**config.mk**
```make
export PLATFORM = sky130hd
export DESIGN_NAME = seven_seg_capture_flat
export DESIGN_NICKNAME = d
export VERILOG_FILES = /design/src/rtl/seven_seg_pkg.sv /design/src/rtl/seven_seg_capture_if.sv /design/src/rtl/seven_seg_decode.sv /design/src/rtl/seven_seg_capture.sv /design/src/flat_wrapper.sv
export SDC_FILE = /design/constraint.sdc
export NUM_CORES = 1
export LEC_CHECK = 0
export CAP_MARGIN = 40
export CORE_UTILIZATION = 35
export DETAILED_ROUTE_END_ITERATION = 6
export MAX_ROUTING_LAYER = met4
export PLACE_DENSITY = 0.59
export SLEW_MARGIN = 20
export SYNTH_ARGS = -nofsm -noshare
export SYNTH_HDL_FRONTEND = slang
export SYNTH_SLANG_ARGS = --single-unit
```
**constraint.sdc**
```tcl
create_clock -name clk -period 2.72 [get_ports clk]
set_input_delay 0.408 -clock clk [delete_from_list [all_inputs] [get_ports clk]]
set_output_delay 0.408 -clock clk [all_outputs]
set_load 0.01 [all_outputs]
```
**src/rtl/seven_seg_pkg.sv**
```systemverilog
// rtl/seven_seg_pkg.sv - shared constants and types for the seven-segment capture block
package seven_seg_pkg;

  // Active-low segment patterns {a,b,c,d,e,f,g}
  localparam logic [6:0] PAT_0 = 7'b0000001;
  localparam logic [6:0] PAT_1 = 7'b1001111;
  localparam logic [6:0] PAT_2 = 7'b0010010;
  localparam logic [6:0] PAT_3 = 7'b0000110;
  localparam logic [6:0] PAT_4 = 7'b1001100;
  localparam logic [6:0] PAT_5 = 7'b0100100;
  localparam logic [6:0] PAT_6 = 7'b0100000;
  localparam logic [6:0] PAT_7 = 7'b0001111;
  localparam logic [6:0] PAT_8 = 7'b0000000;
  localparam logic [6:0] PAT_9 = 7'b0000100;
  localparam logic [6:0] PAT_A = 7'b0001000;
  localparam logic [6:0] PAT_B = 7'b1100000;
  localparam logic [6:0] PAT_C = 7'b0110001;
  localparam logic [6:0] PAT_D = 7'b1000010;
  localparam logic [6:0] PAT_E = 7'b0110000;
  localparam logic [6:0] PAT_F = 7'b0111000;

  localparam logic [3:0] AN_BLANK = 4'b1111;

  typedef enum logic [1:0] {
    ST_IDLE  = 2'd0,
    ST_COUNT = 2'd1,
    ST_DONE  = 2'd2
  } state_e;

endpackage

```
**src/rtl/seven_seg_capture_if.sv**
```systemverilog
// rtl/seven_seg_capture_if.sv - observed display lines in, captured digit state out
interface seven_seg_capture_if;
  logic [6:0]  seg;
  logic [3:0]  an;
  logic        clear;
  logic [15:0] digits;
  logic [3:0]  digit_valid;
  logic        upd;
  logic [1:0]  upd_idx;
  logic        err;
  logic        err_sticky;

  modport master (
    output seg, an, clear,
    input  digits, digit_valid, upd, upd_idx, err, err_sticky
  );

  modport slave (
    input  seg, an, clear,
    output digits, digit_valid, upd, upd_idx, err, err_sticky
  );
endinterface

```
**src/rtl/seven_seg_decode.sv**
```systemverilog
// rtl/seven_seg_decode.sv - segment pattern to nibble; hex letters only when SEVEN_SEG_HEX_EN is defined
module seven_seg_decode
  import seven_seg_pkg::*;
(
  input  logic [6:0] seg_i,
  output logic [3:0] nibble_o,
  output logic       valid_o
);

  always_comb begin
    nibble_o = 4'h0;
    valid_o  = 1'b1;
    case (seg_i)
      PAT_0: nibble_o = 4'h0;
      PAT_1: nibble_o = 4'h1;
      PAT_2: nibble_o = 4'h2;
      PAT_3: nibble_o = 4'h3;
      PAT_4: nibble_o = 4'h4;
      PAT_5: nibble_o = 4'h5;
      PAT_6: nibble_o = 4'h6;
      PAT_7: nibble_o = 4'h7;
      PAT_8: nibble_o = 4'h8;
      PAT_9: nibble_o = 4'h9;
`ifdef SEVEN_SEG_HEX_EN
      PAT_A: nibble_o = 4'hA;
      PAT_B: nibble_o = 4'hB;
      PAT_C: nibble_o = 4'hC;
      PAT_D: nibble_o = 4'hD;
      PAT_E: nibble_o = 4'hE;
      PAT_F: nibble_o = 4'hF;
`endif
      default: valid_o = 1'b0;
    endcase
  end

endmodule

```
**src/rtl/seven_seg_capture.sv**
```systemverilog
// rtl/seven_seg_capture.sv - debounces (seg, an) and commits each stable display state once
module seven_seg_capture
  import seven_seg_pkg::*;
#(
  parameter int unsigned STABLE_CYCLES = 4
) (
  input  logic clk,
  input  logic rst,
  seven_seg_capture_if.slave bus
);

  state_e      state_q;
  logic [6:0]  cand_seg_q;
  logic [3:0]  cand_an_q;
  logic [7:0]  count_q;
  logic [15:0] digits_q;
  logic [3:0]  digit_valid_q;
  logic        upd_q;
  logic [1:0]  upd_idx_q;
  logic        err_q;
  logic        err_sticky_q;

  logic        match;
  logic        commit;
  logic        an_blank;
  logic        an_one;
  logic [1:0]  an_idx;
  logic [3:0]  dec_nibble;
  logic        dec_valid;

  seven_seg_decode u_decode (
    .seg_i    (cand_seg_q),
    .nibble_o (dec_nibble),
    .valid_o  (dec_valid)
  );

  always_comb begin
    match    = (bus.seg == cand_seg_q) && (bus.an == cand_an_q);
    commit   = (state_q == ST_COUNT) && match && (count_q == 8'(STABLE_CYCLES - 1));
    an_blank = (cand_an_q == AN_BLANK);
    an_one   = 1'b1;
    an_idx   = 2'd0;
    case (cand_an_q)
      4'b1110: an_idx = 2'd0;
      4'b1101: an_idx = 2'd1;
      4'b1011: an_idx = 2'd2;
      4'b0111: an_idx = 2'd3;
      default: an_one = 1'b0;
    endcase
  end

  always_ff @(posedge clk) begin
    if (rst) begin
      state_q       <= ST_IDLE;
      cand_seg_q    <= 7'd0;
      cand_an_q     <= 4'd0;
      count_q       <= 8'd0;
      digits_q      <= 16'd0;
      digit_valid_q <= 4'd0;
      upd_q         <= 1'b0;
      upd_idx_q     <= 2'd0;
      err_q         <= 1'b0;
      err_sticky_q  <= 1'b0;
    end else begin
      upd_q <= 1'b0;
      err_q <= 1'b0;
      if (state_q == ST_IDLE || !match) begin
        cand_seg_q <= bus.seg;
        cand_an_q  <= bus.an;
        count_q    <= 8'd1;
        state_q    <= ST_COUNT;
      end else if (state_q == ST_COUNT) begin
        if (count_q != 8'hFF) count_q <= count_q + 8'd1;
        if (commit) begin
          state_q <= ST_DONE;
          // A simultaneous clear discards the commit entirely
          if (!bus.clear && !an_blank) begin
            if (an_one && dec_valid) begin
              digits_q[{an_idx, 2'b00} +: 4] <= dec_nibble;
              digit_valid_q[an_idx]          <= 1'b1;
              upd_q                          <= 1'b1;
              upd_idx_q                      <= an_idx;
            end else begin
              err_q        <= 1'b1;
              err_sticky_q <= 1'b1;
            end
          end
        end
      end
      if (bus.clear) begin
        digit_valid_q <= 4'd0;
        err_sticky_q  <= 1'b0;
      end
    end
  end

  assign bus.digits      = digits_q;
  assign bus.digit_valid = digit_valid_q;
  assign bus.upd         = upd_q;
  assign bus.upd_idx     = upd_idx_q;
  assign bus.err         = err_q;
  assign bus.err_sticky  = err_sticky_q;

endmodule

```
**src/flat_wrapper.sv**
```systemverilog
// flat-port wrapper written by rule: the top's interface ports become plain ports
module seven_seg_capture_flat import seven_seg_pkg::*;
#(
  parameter int unsigned STABLE_CYCLES = 4
)
  (clk, rst, bus_seg, bus_an, bus_clear, bus_digits, bus_digit_valid, bus_upd, bus_upd_idx, bus_err, bus_err_sticky);
  seven_seg_capture_if bus_i ();
  input  logic clk;
  input  logic rst;
  input wire logic [$bits(bus_i.seg)-1:0] bus_seg;
  input wire logic [$bits(bus_i.an)-1:0] bus_an;
  input wire logic [$bits(bus_i.clear)-1:0] bus_clear;
  output wire logic [$bits(bus_i.digits)-1:0] bus_digits;
  output wire logic [$bits(bus_i.digit_valid)-1:0] bus_digit_valid;
  output wire logic [$bits(bus_i.upd)-1:0] bus_upd;
  output wire logic [$bits(bus_i.upd_idx)-1:0] bus_upd_idx;
  output wire logic [$bits(bus_i.err)-1:0] bus_err;
  output wire logic [$bits(bus_i.err_sticky)-1:0] bus_err_sticky;
  assign bus_i.seg = bus_seg;
  assign bus_i.an = bus_an;
  assign bus_i.clear = bus_clear;
  assign bus_digits = bus_i.digits;
  assign bus_digit_valid = bus_i.digit_valid;
  assign bus_upd = bus_i.upd;
  assign bus_upd_idx = bus_i.upd_idx;
  assign bus_err = bus_i.err;
  assign bus_err_sticky = bus_i.err_sticky;
  seven_seg_capture #(.STABLE_CYCLES(STABLE_CYCLES)) u_core (.clk(clk), .rst(rst), .bus(bus_i));
endmodule
```
== Word level (Yosys, flattened, before mapping) ==
Cells that the tools add are included.

* Bits in registers: 46
* Latch bits: 0
* Bits in read-only memories: 0
* Logic and storage cells: 84
* Input port bits: 14
* Memories: 0
* Output and inout port bits: 25
* Memory bits (writable): 0

* Bitwise operators: 6
* Shifts and indexed selects: 2
* Equal/unequal tests: 19
* Multipliers: 0
* Add/sub/neg operators: 2
* Multiplexer cells: 15
* Reductions and logical operators: 26
* Magnitude comparators: 2
* Div/mod/pow operators: 0

{| class="wikitable"
|+ Operators by type and width
! kind !! count
|-
| $pmux W4 S9 || 1
|-
| $bwmux W16 || 1
|-
| $eq A4 B4 Y1 const B || 4
|-
| $shift A4 B6 Y16 const A || 1
|-
| $shiftx A4 B6 Y16 || 1
|-
| $eq A7 B3 Y1 const B || 2
|-
| $eq A7 B6 Y1 const B || 2
|-
| $eq A7 B7 Y1 const B || 2
|-
| $mux W1 || 11
|-
| $reduce_and A5 Y1 || 2
|-
| $reduce_or A10 Y1 || 1
|-
| $add A8 B1 Y8 const B || 1
|-
| $eq A8 B2 Y1 const B || 1
|-
| $ne A8 B8 Y1 const B || 1
|-
| $reduce_and A2 Y1 || 4
|-
| $eq A7 B1 Y1 const B || 1
|-
| $eq A7 B4 Y1 const B || 1
|-
| $eq A7 B5 Y1 const B || 1
|-
| $eq A7 B7 Y1 || 1
|-
| $logic_not A7 Y1 || 1
|-
| $logic_and A1 B1 Y1 || 6
|-
| $neg A4 Y6 || 1
|-
| $pmux W2 S3 || 1
|-
| $reduce_bool A2 Y1 || 3
|-
| other kinds (14) || 21
|}

== Longest topological paths before layout ==
Gate-level depths: netlist of run 1.

* Depth after elaboration: 7
* Mapped depth: 10
* Depth with buffers taken out: 9

== Hierarchy ==
A second synthesis of run 1 with hierarchy kept.

* Cell total of the unflattened synthesis: 256
* Area total of the unflattened synthesis: 2312.2 um^2

{| class="wikitable"
|+ By module, submodules not included
! module !! area an instance (um^2) !! cells an instance !! instances !! seq. area each (um^2)
|-
| seven_seg_capture || 2128.3 || 231 || 1 || 920.9
|-
| seven_seg_decode || 183.9 || 25 || 1 || 0.0
|}

== Worst setup path before layout of run 1 ==
No wires, ideal clock.

* Kind: reg-to-reg
* Start point: register u_core.cand_seg_q[6]
* End point: register u_core.upd_idx_q[0] (netlist: u_core.bus.upd_idx[0])
* Setup slack: 0.540 ns
* Buffers on the path: 2
* Arrival: 2.060 ns
* Clock period less this slack: 2.180 ns
* Required time: 2.599 ns
* Library setup time: 0.121 ns
* Cell stages (with the launch flop): 8
* Path through: dfxtp_1 -> clkbuf_1 -> xor2_1 -> nor4_1 -> nand3_1 -> buf_1 -> a211oi_2 -> mux2_2

* Cells in the longest elaborated chain, start to end: 6
* Elaborated cells on any way between the ends: 21
* Those cells by class: eq/ne: 10; mux: 1; bitwise: 1; reduce/logical: 9

{| class="wikitable"
|+ Ends and longest elaborated chain
! what !! line !! source
|-
| from (decl) || seven_seg_capture.sv:13 || <nowiki>logic [6:0] cand_seg_q;</nowiki>
|-
| from (signal assigned) || seven_seg_capture.sv:68 || <nowiki>cand_seg_q <= bus.seg;</nowiki>
|-
| parallel branches: the longest is 5 deep, another holds $reduce_or A10 Y1 || - ||
|-
| $reduce_and A5 Y1 (no source line) (*) || - ||
|-
| to (signal assigned) || seven_seg_capture.sv:82 || <nowiki>upd_idx_q <= an_idx;</nowiki>
|-
| to (decl) || seven_seg_capture.sv:19 || <nowiki>logic [1:0] upd_idx_q;</nowiki>
|}

Every way passes the cells marked *.
A chain may end at the register's enable or synchronous reset.

== Worst setup path in the final report of run 1 ==
* Start point: register u_core.cand_seg_q[3]
* End point: register u_core.digits_q[15] (netlist: u_core.bus.digits[15])

* Cells in the longest elaborated chain, start to end: 6
* Elaborated cells on any way between the ends: 24
* Those cells by class: eq/ne: 10; shift: 1; mux: 3; bitwise: 1; reduce/logical: 9

{| class="wikitable"
|+ Ends and longest elaborated chain
! what !! line !! source
|-
| parallel branches: the longest is 6 deep, another holds $shiftx A4 B6 Y16 || - ||
|-
| to (signal, indexed assignment) || seven_seg_capture.sv:79 || <nowiki>digits_q[{an_idx, 2'b00} +: 4] <= dec_nibble;</nowiki>
|-
| to (decl) || seven_seg_capture.sv:16 || <nowiki>logic [15:0] digits_q;</nowiki>
|}

Several ways; the timed one is not identified.

==> impl_metrics.env, run 1 <==
export IMPL_dr_wl_met3_um=162
export IMPL_fin_cells=376
export IMPL_worst_pin_slew_ns=0.6877
export IMPL_drv_cap=0
export IMPL_gp_congestion=0.7881
export IMPL_yosys_area_share_xor_xnor_pct=7.597
export IMPL_pwr_density_cell_nw_per_um2=439.6
export IMPL_seq_area_um2=920.9
export IMPL_ys_flop_type="dfxtp_1"
export IMPL_ios=39
export IMPL_cp_max_fo=10
export IMPL_synth_fp_nets=280
export IMPL_dp_cells=369
export IMPL_yosys_area_share_simple_pct=27.60
export IMPL_required_ns=2.95
export IMPL_synthMuxAreaShare_pct=7.959
export IMPL_max_freq_mhz=420.1
export IMPL_status="finished clean"
export IMPL_fin_crit_ns=2.380
export IMPL_cts_resized_gates=0
export IMPL_cts_tree="built"
export IMPL_wire_per_inst_um=13.01
export IMPL_postCtsHoldBufs=0
export IMPL_io_buffers=38
export IMPL_syn_area_um2=2421
export IMPL_rows=29
export IMPL_area_growth_pct=25.17
export IMPL_min_path_type="flop to flop"
export IMPL_synth_compound_area_share_pct=11.27
export IMPL_slowest_delay_ns=0.62
export IMPL_final_max_slew_viol_count=0
export IMPL_skew_ns=0.008982
export IMPL_synth_top_family_by_area="simple AND/OR/NAND/NOR gates"
export IMPL_tns_ns=0
export IMPL_yosys_warnings=0
export IMPL_ant_nets=0
export IMPL_synth_top_area_share_pct=38.04
export IMPL_initial_core_util_pct=37.28
export IMPL_multi_input_area_um2=1423
export IMPL_synth_avg_cell_area_um2=9.384
export IMPL_hold_violations=0
export IMPL_grt_use_total_pct=15.47
export IMPL_vias=1870
export IMPL_clockBufferDepth=2
export IMPL_leakage_uw=0.001048
export IMPL_crit_chain="or4_4, nor3_4, a311oi_4, a2111oi_4, mux2i_1"
export IMPL_vias_per_cell=4.973
export IMPL_path_class="flop to flop"
export IMPL_die_y_um=85.17
export IMPL_grt_max_degree=27
export IMPL_cts_sinks=46
export IMPL_h_tree_depth=2
export IMPL_ys_ff_latch=46
export IMPL_cp_slowest_cell="a2111oi_4"
export IMPL_antennaDiodeCount=0
export IMPL_synth_seq_area_share_pct=38.04
export IMPL_cp_arrival_ns=2.61
export IMPL_yosys_top_cells_area="dfxtp_1 (38%), mux2i_1 (7.0%), xor2_1 (6.5%)"
export IMPL_dieArea_um2=7254
export IMPL_rsz0062_at_grt="no"
export IMPL_fillers=628
export IMPL_drt_total_wl_mm=4.890
export IMPL_clk_latency_ns=0.30
export IMPL_place_hpwl_mm=3.707
export IMPL_synth_edf_count=0
export IMPL_clockRootBuffer="clkbuf_8"
export IMPL_synthCells=258
export IMPL_firstDrtPassIters=4
export IMPL_antenna_found_initial=0
export IMPL_min_period_over_period_pct=87.51
export IMPL_setup_violations=0
export IMPL_crit_path_end_kind="flop"
export IMPL_wl_met2_mm=2.262
export IMPL_wl_met1_mm=2.388
export IMPL_max_slew_margin_pct=54.16
export IMPL_gr_total_overflow=0
export IMPL_start_kind="flop"
export IMPL_synth_top_cell_by_area="dfxtp_1"
export IMPL_async_flop_share_pct=0
export IMPL_drive_gt1_share_pct=9.365
export IMPL_drc_errors=0
export IMPL_die_w_um=85.17
export IMPL_clk_pin_slew_ns=0.08
export IMPL_drtIter0Drc=84
export IMPL_core_area_um2=6495
export IMPL_routed_top_layer="met4"
export IMPL_grt_pass1_vias=1808
export IMPL_ys_types=41
export IMPL_ir_drop_mv=0.1623
export IMPL_synth_fa_ha_area_share_pct=4.134
export IMPL_numCtsBuffers=5
export IMPL_fin_nets=321
export IMPL_cts_setup_buffers=0
export IMPL_grt_pass1_wl_mm=8.521
-- registers in the layout (all words and copies together) (netlist names) --
name,flops
u_core.cand_seg_q,7
u_core.bus.err_sticky,1
u_core.bus.upd,1
u_core.bus.upd_idx,2
u_core.count_q,8
u_core.state_q,2
u_core.bus.digits,16
u_core.cand_an_q,4
u_core.bus.err,1
u_core.bus.digit_valid,4
-- cell type report --
cell class / count / area share (%)
clock inverter: 1 / 0.9909
multi-input combinational: 193 / 46.94
inverter: 5 / 0.6193
sequential: 46 / 30.39
timing repair buffer: 48 / 15.15
clock buffer: 6 / 2.725
tap: 77 / 3.179
-- final timing paths --
check                                                              end  cells after the start                              startpoint  slack (ns)
worst max-delay path                u_core.bus.digits[15]$_SDFFE_PP0P_                      5       u_core.cand_seg_q[3]$_SDFFE_PP0P_        0.34
worst min-delay path            u_core.bus.digit_valid[0]$_SDFFE_PP0P_                      1  u_core.bus.digit_valid[0]$_SDFFE_PP0P_        0.47
worst max register to register      u_core.bus.digits[15]$_SDFFE_PP0P_                      5       u_core.cand_seg_q[3]$_SDFFE_PP0P_        0.34
worst min register to register  u_core.bus.digit_valid[0]$_SDFFE_PP0P_                      1  u_core.bus.digit_valid[0]$_SDFFE_PP0P_        0.47
-- layer usage --
metal / vias to the layer above / global-route usage (%)
met2: 42 / 24.56
met1: 855 / 19.23
li1: 965 / -
met4: 0 / 7.242
met3: 8 / 2.529
met5: - / -
-- synth_stat cells (all sizes together) (2+ instances only) --
cell,n
a2111oi,5
nand3,6
and3,4
nor2,22
mux2i,17
mux2,2
a21oi,2
nand2,22
o21ai,3
nor3,11
inv,5
a22o,4
clkbuf,8
dfxtp,46
ha,8
and2,3
or4,2
nor2b,16
xor2,18
o21a,2
buf,6
nor4,3
nand4,5
o211ai,2
nand4b,4
nand2b,20
xnor2,3
-- cells in the final DEF, fill, tap and decap left out, types with 5 or more instances in the layout --
cell type,synthesis,final
nand2_1,22,22
nand4_1,5,5
nand3_1,6,6
dfxtp_1,46,46
clkbuf_8,0,6
clkdlybuf4s50_1,0,38
inv_1,5,5
nand2b_1,20,20
nor2_1,22,22
nor2b_1,16,16
buf_4,0,9
mux2i_1,17,17
xor2_1,18,18
ha_1,8,8
nor3_1,10,9
-- per-stage QoR --
step | util [%] | hold WS (ns) | cell area, um^2 | setup slack (ns) | power (uW)
2_1_floorplan | - | 0.4787 | 2421 | 0.5397 | 792.9
3_3_place_gp | 44.75 | 0.4501 | 2907 | 0.2464 | 833.2
3_5_place_dp | 44.92 | 0.4543 | 2918 | 0.2255 | 836.7
4_1_cts | 46.66 | 0.4746 | 3030 | 0.3288 | 1355
5_1_grt | 46.66 | 0.4862 | 3030 | 0.2037 | 1406
6_report | 46.66 | 0.4676 | 3030 | 0.3396 | 1332
-- worst max-delay path, delay by kind of cell (launching register included) --
| family | cells | cell delay [ns] |
|---|---|---|
| simple gates | 2 | 0.88 |
| compound gates | 2 | 0.79 |
| flops | 1 | 0.42 |
| mux | 1 | 0.23 |
-- power by group --
part / internal [uW] / total, uW / switching, uW
Clock: 294 / 512 / 218
Sequential: 683 / 704 / 20.6
Combinational: 57.7 / 116 / 58.2
-- kinds of logic (layout without fill, tap and decap cells) --
logic type | Yosys count | in the layout
AND/OR/NAND/NOR | 122 | 122
flip-flops | 46 | 46
multiplexers | 19 | 19
XOR/XNOR | 21 | 21
adder cells (fa/ha/maj) | 8 | 8
AO/OA/AOI/OAI | 23 | 23
buffers and inverters | 19 | 60
Note: power is estimated with default switching activity, not from simulation.
==> run 2: changes to the inputs <==
--- a/config.mk
+++ b/config.mk
@@ -6,6 +6,7 @@
 export NUM_CORES = 1
 export LEC_CHECK = 0
 export CAP_MARGIN = 40
+export CORE_MARGIN = 2
 export CORE_UTILIZATION = 35
 export DETAILED_ROUTE_END_ITERATION = 6
 export MAX_ROUTING_LAYER = met4
==> constraint.sdc (replaced) <==
create_clock -name clk -period 2.73 [get_ports clk]
set_input_delay 0.4095 -clock clk [delete_from_list [all_inputs] [get_ports clk]]
set_output_delay 0.4095 -clock clk [all_outputs]
set_load 0.01 [all_outputs]
==> run 2 against run 1 <==
  * Setup slack lost 0.0086 ns
  * Flip-flop and latch count is the same
  * Routed wire length grew 0.27%
  * Non-clock buffer count shrank 2
  * Cell area shrank 1.7%
  * Utilization shrank 2.6 points
  * Via count shrank 0.21%
  * Critical path depth is the same
  * Highest routed layer unchanged
==> impl_metrics.env, run 2 (synthesis results as in run 1) <==
export IMPL_postCtsHoldBufs=0
export IMPL_drt_total_wl_mm=4.903
export IMPL_tns_ns=0
export IMPL_h_tree_depth=2
export IMPL_skew_ns=0.008064
export IMPL_rsz0062_at_grt="no"
export IMPL_io_buffers=38
export IMPL_gp_congestion=0.8482
export IMPL_largest_reg_flops=16
export IMPL_clk_latency_ns=0.30
export IMPL_drc_errors=0
export IMPL_ios=39
export IMPL_antenna_found_initial=0
export IMPL_ant_nets=0
export IMPL_clockBufferDepth=2
export IMPL_drive_gt1_share_pct=8.081
export IMPL_status="finished clean"
export IMPL_pwr_density_cell_nw_per_um2=407.3
export IMPL_final_max_slew_viol_count=0
export IMPL_numCtsBuffers=5
export IMPL_cts_sinks=46
export IMPL_dieArea_um2=7599
export IMPL_post_route_util_pct=44.09
export IMPL_place_hpwl_mm=3.686
export IMPL_firstDrtPassIters=4
export IMPL_wire_per_inst_um=13.01
export IMPL_cp_arrival_ns=2.63
export IMPL_final_cell_mix="dfxtp_1 (46), clkdlybuf4s50_1 (38), nand2_1 (22), nor2_1 (22), nand2b_1 (20)"
export IMPL_antennaDiodeCount=0
export IMPL_drv_cap=0
export IMPL_die_y_um=87.17
export IMPL_max_freq_mhz=416.8
export IMPL_cts_setup_buffers=0
export IMPL_required_ns=2.96
export IMPL_gr_total_overflow=0
export IMPL_clockRootBuffer="clkbuf_8"
export IMPL_setup_violations=0
export IMPL_start_kind="flop"
export IMPL_initial_core_util_pct=35.83
export IMPL_fin_hold_ws_ns=0.4724
export IMPL_max_slew_margin_pct=55.62
export IMPL_area_growth_pct=23.05
export IMPL_ir_drop_mv=0.1817
export IMPL_min_path_type="flop to flop"
export IMPL_grt_max_degree=21
export IMPL_vias_per_cell=4.950
export IMPL_grt_use_total_pct=14.41
export IMPL_rows=30
export IMPL_vias=1866
export IMPL_min_period_over_period_pct=87.87
export IMPL_leakage_uw=0.001017
export IMPL_fin_crit_ns=2.399
export IMPL_worst_pin_slew_ns=0.6657
export IMPL_grt_pass1_wl_mm=8.335
export IMPL_p_total_uw=1213
export IMPL_fin_nets=319
export IMPL_die_w_um=87.17
export IMPL_crit_path_end_kind="flop"
export IMPL_grt_pass1_vias=1790
export IMPL_cts_resized_gates=0
export IMPL_core_area_um2=6756
export IMPL_cts_tree="built"
export IMPL_hold_violations=0
export IMPL_layout_commonest_cell="dfxtp_1"
export IMPL_drtIter0Drc=63
export IMPL_cp_max_fo=10
export IMPL_clk_pin_slew_ns=0.08
export IMPL_path_class="flop to flop"
run 2: changes by cell type in the layout (fill, tap and decap cells not counted), sizes merged:
cell	before	now
bufinv	1	0
clkbuf	6	7
buf	10	8
run 2: routing by layer:
layer,vias up,GRT usage (%),wire length (um)
met2,36,21.58,2208
met3,4,3.223,171
met1,863,18.93,2449
li1,963,-,-
met4,0,5.594,74
met5,-,-,0
run 2: per-stage QoR:
step / setup slack, ns / area [um^2] / cells
finish: 0.3310 / 2979 / 377
global route: 0.1267 / 2979 / 377
CTS: 0.2850 / 2979 / 377
detailed placement: 0.1581 / 2903 / 370
global placement: 0.1953 / 2903 / 370
floorplan: 0.5497 / 2421 / 258
run 2: critical path, stage by stage, from the launching register on:
cell and delay [ns]:
dfxtp_1 0.41, or4_4 0.58, nor3_4 0.29, a311oi_4 0.16, a2111oi_4 0.64, mux2i_1 0.24
run 2: layout make-up:
| type | count | area [um^2] |
|---|---|---|
| Clock buffer | 7 | 76.32 |
| Fill cell | 666 | 3777 |
| Inverter | 5 | 18.77 |
| Multi-Input combinational cell | 193 | 1423 |
| Sequential cell | 46 | 920.9 |
| Tap cell | 80 | 100.1 |
| Timing Repair Buffer | 46 | 440.4 |
run 2: where the power goes:
group / leakage (uW) / switching [uW] / internal (uW)
combinational: 0.000604 / 57.4 / 57.0
sequential: 0.000374 / 20.5 / 681
clock: 0.0000383 / 221 / 177
total: 0.00102 / 299 / 914
run 2: path summary, 6_finish.rpt:
path                                                from                                      to  slack, ns  depth (start not counted)
setup / recovery       u_core.cand_seg_q[3]$_SDFFE_PP0P_       u_core.bus.digits[0]$_SDFFE_PP0P_       0.33                          5
hold / removal    u_core.bus.digit_valid[0]$_SDFFE_PP0P_  u_core.bus.digit_valid[0]$_SDFFE_PP0P_       0.47                          1
setup reg to reg       u_core.cand_seg_q[3]$_SDFFE_PP0P_       u_core.bus.digits[0]$_SDFFE_PP0P_       0.33                          5
hold reg to reg   u_core.bus.digit_valid[0]$_SDFFE_PP0P_  u_core.bus.digit_valid[0]$_SDFFE_PP0P_       0.47                          1
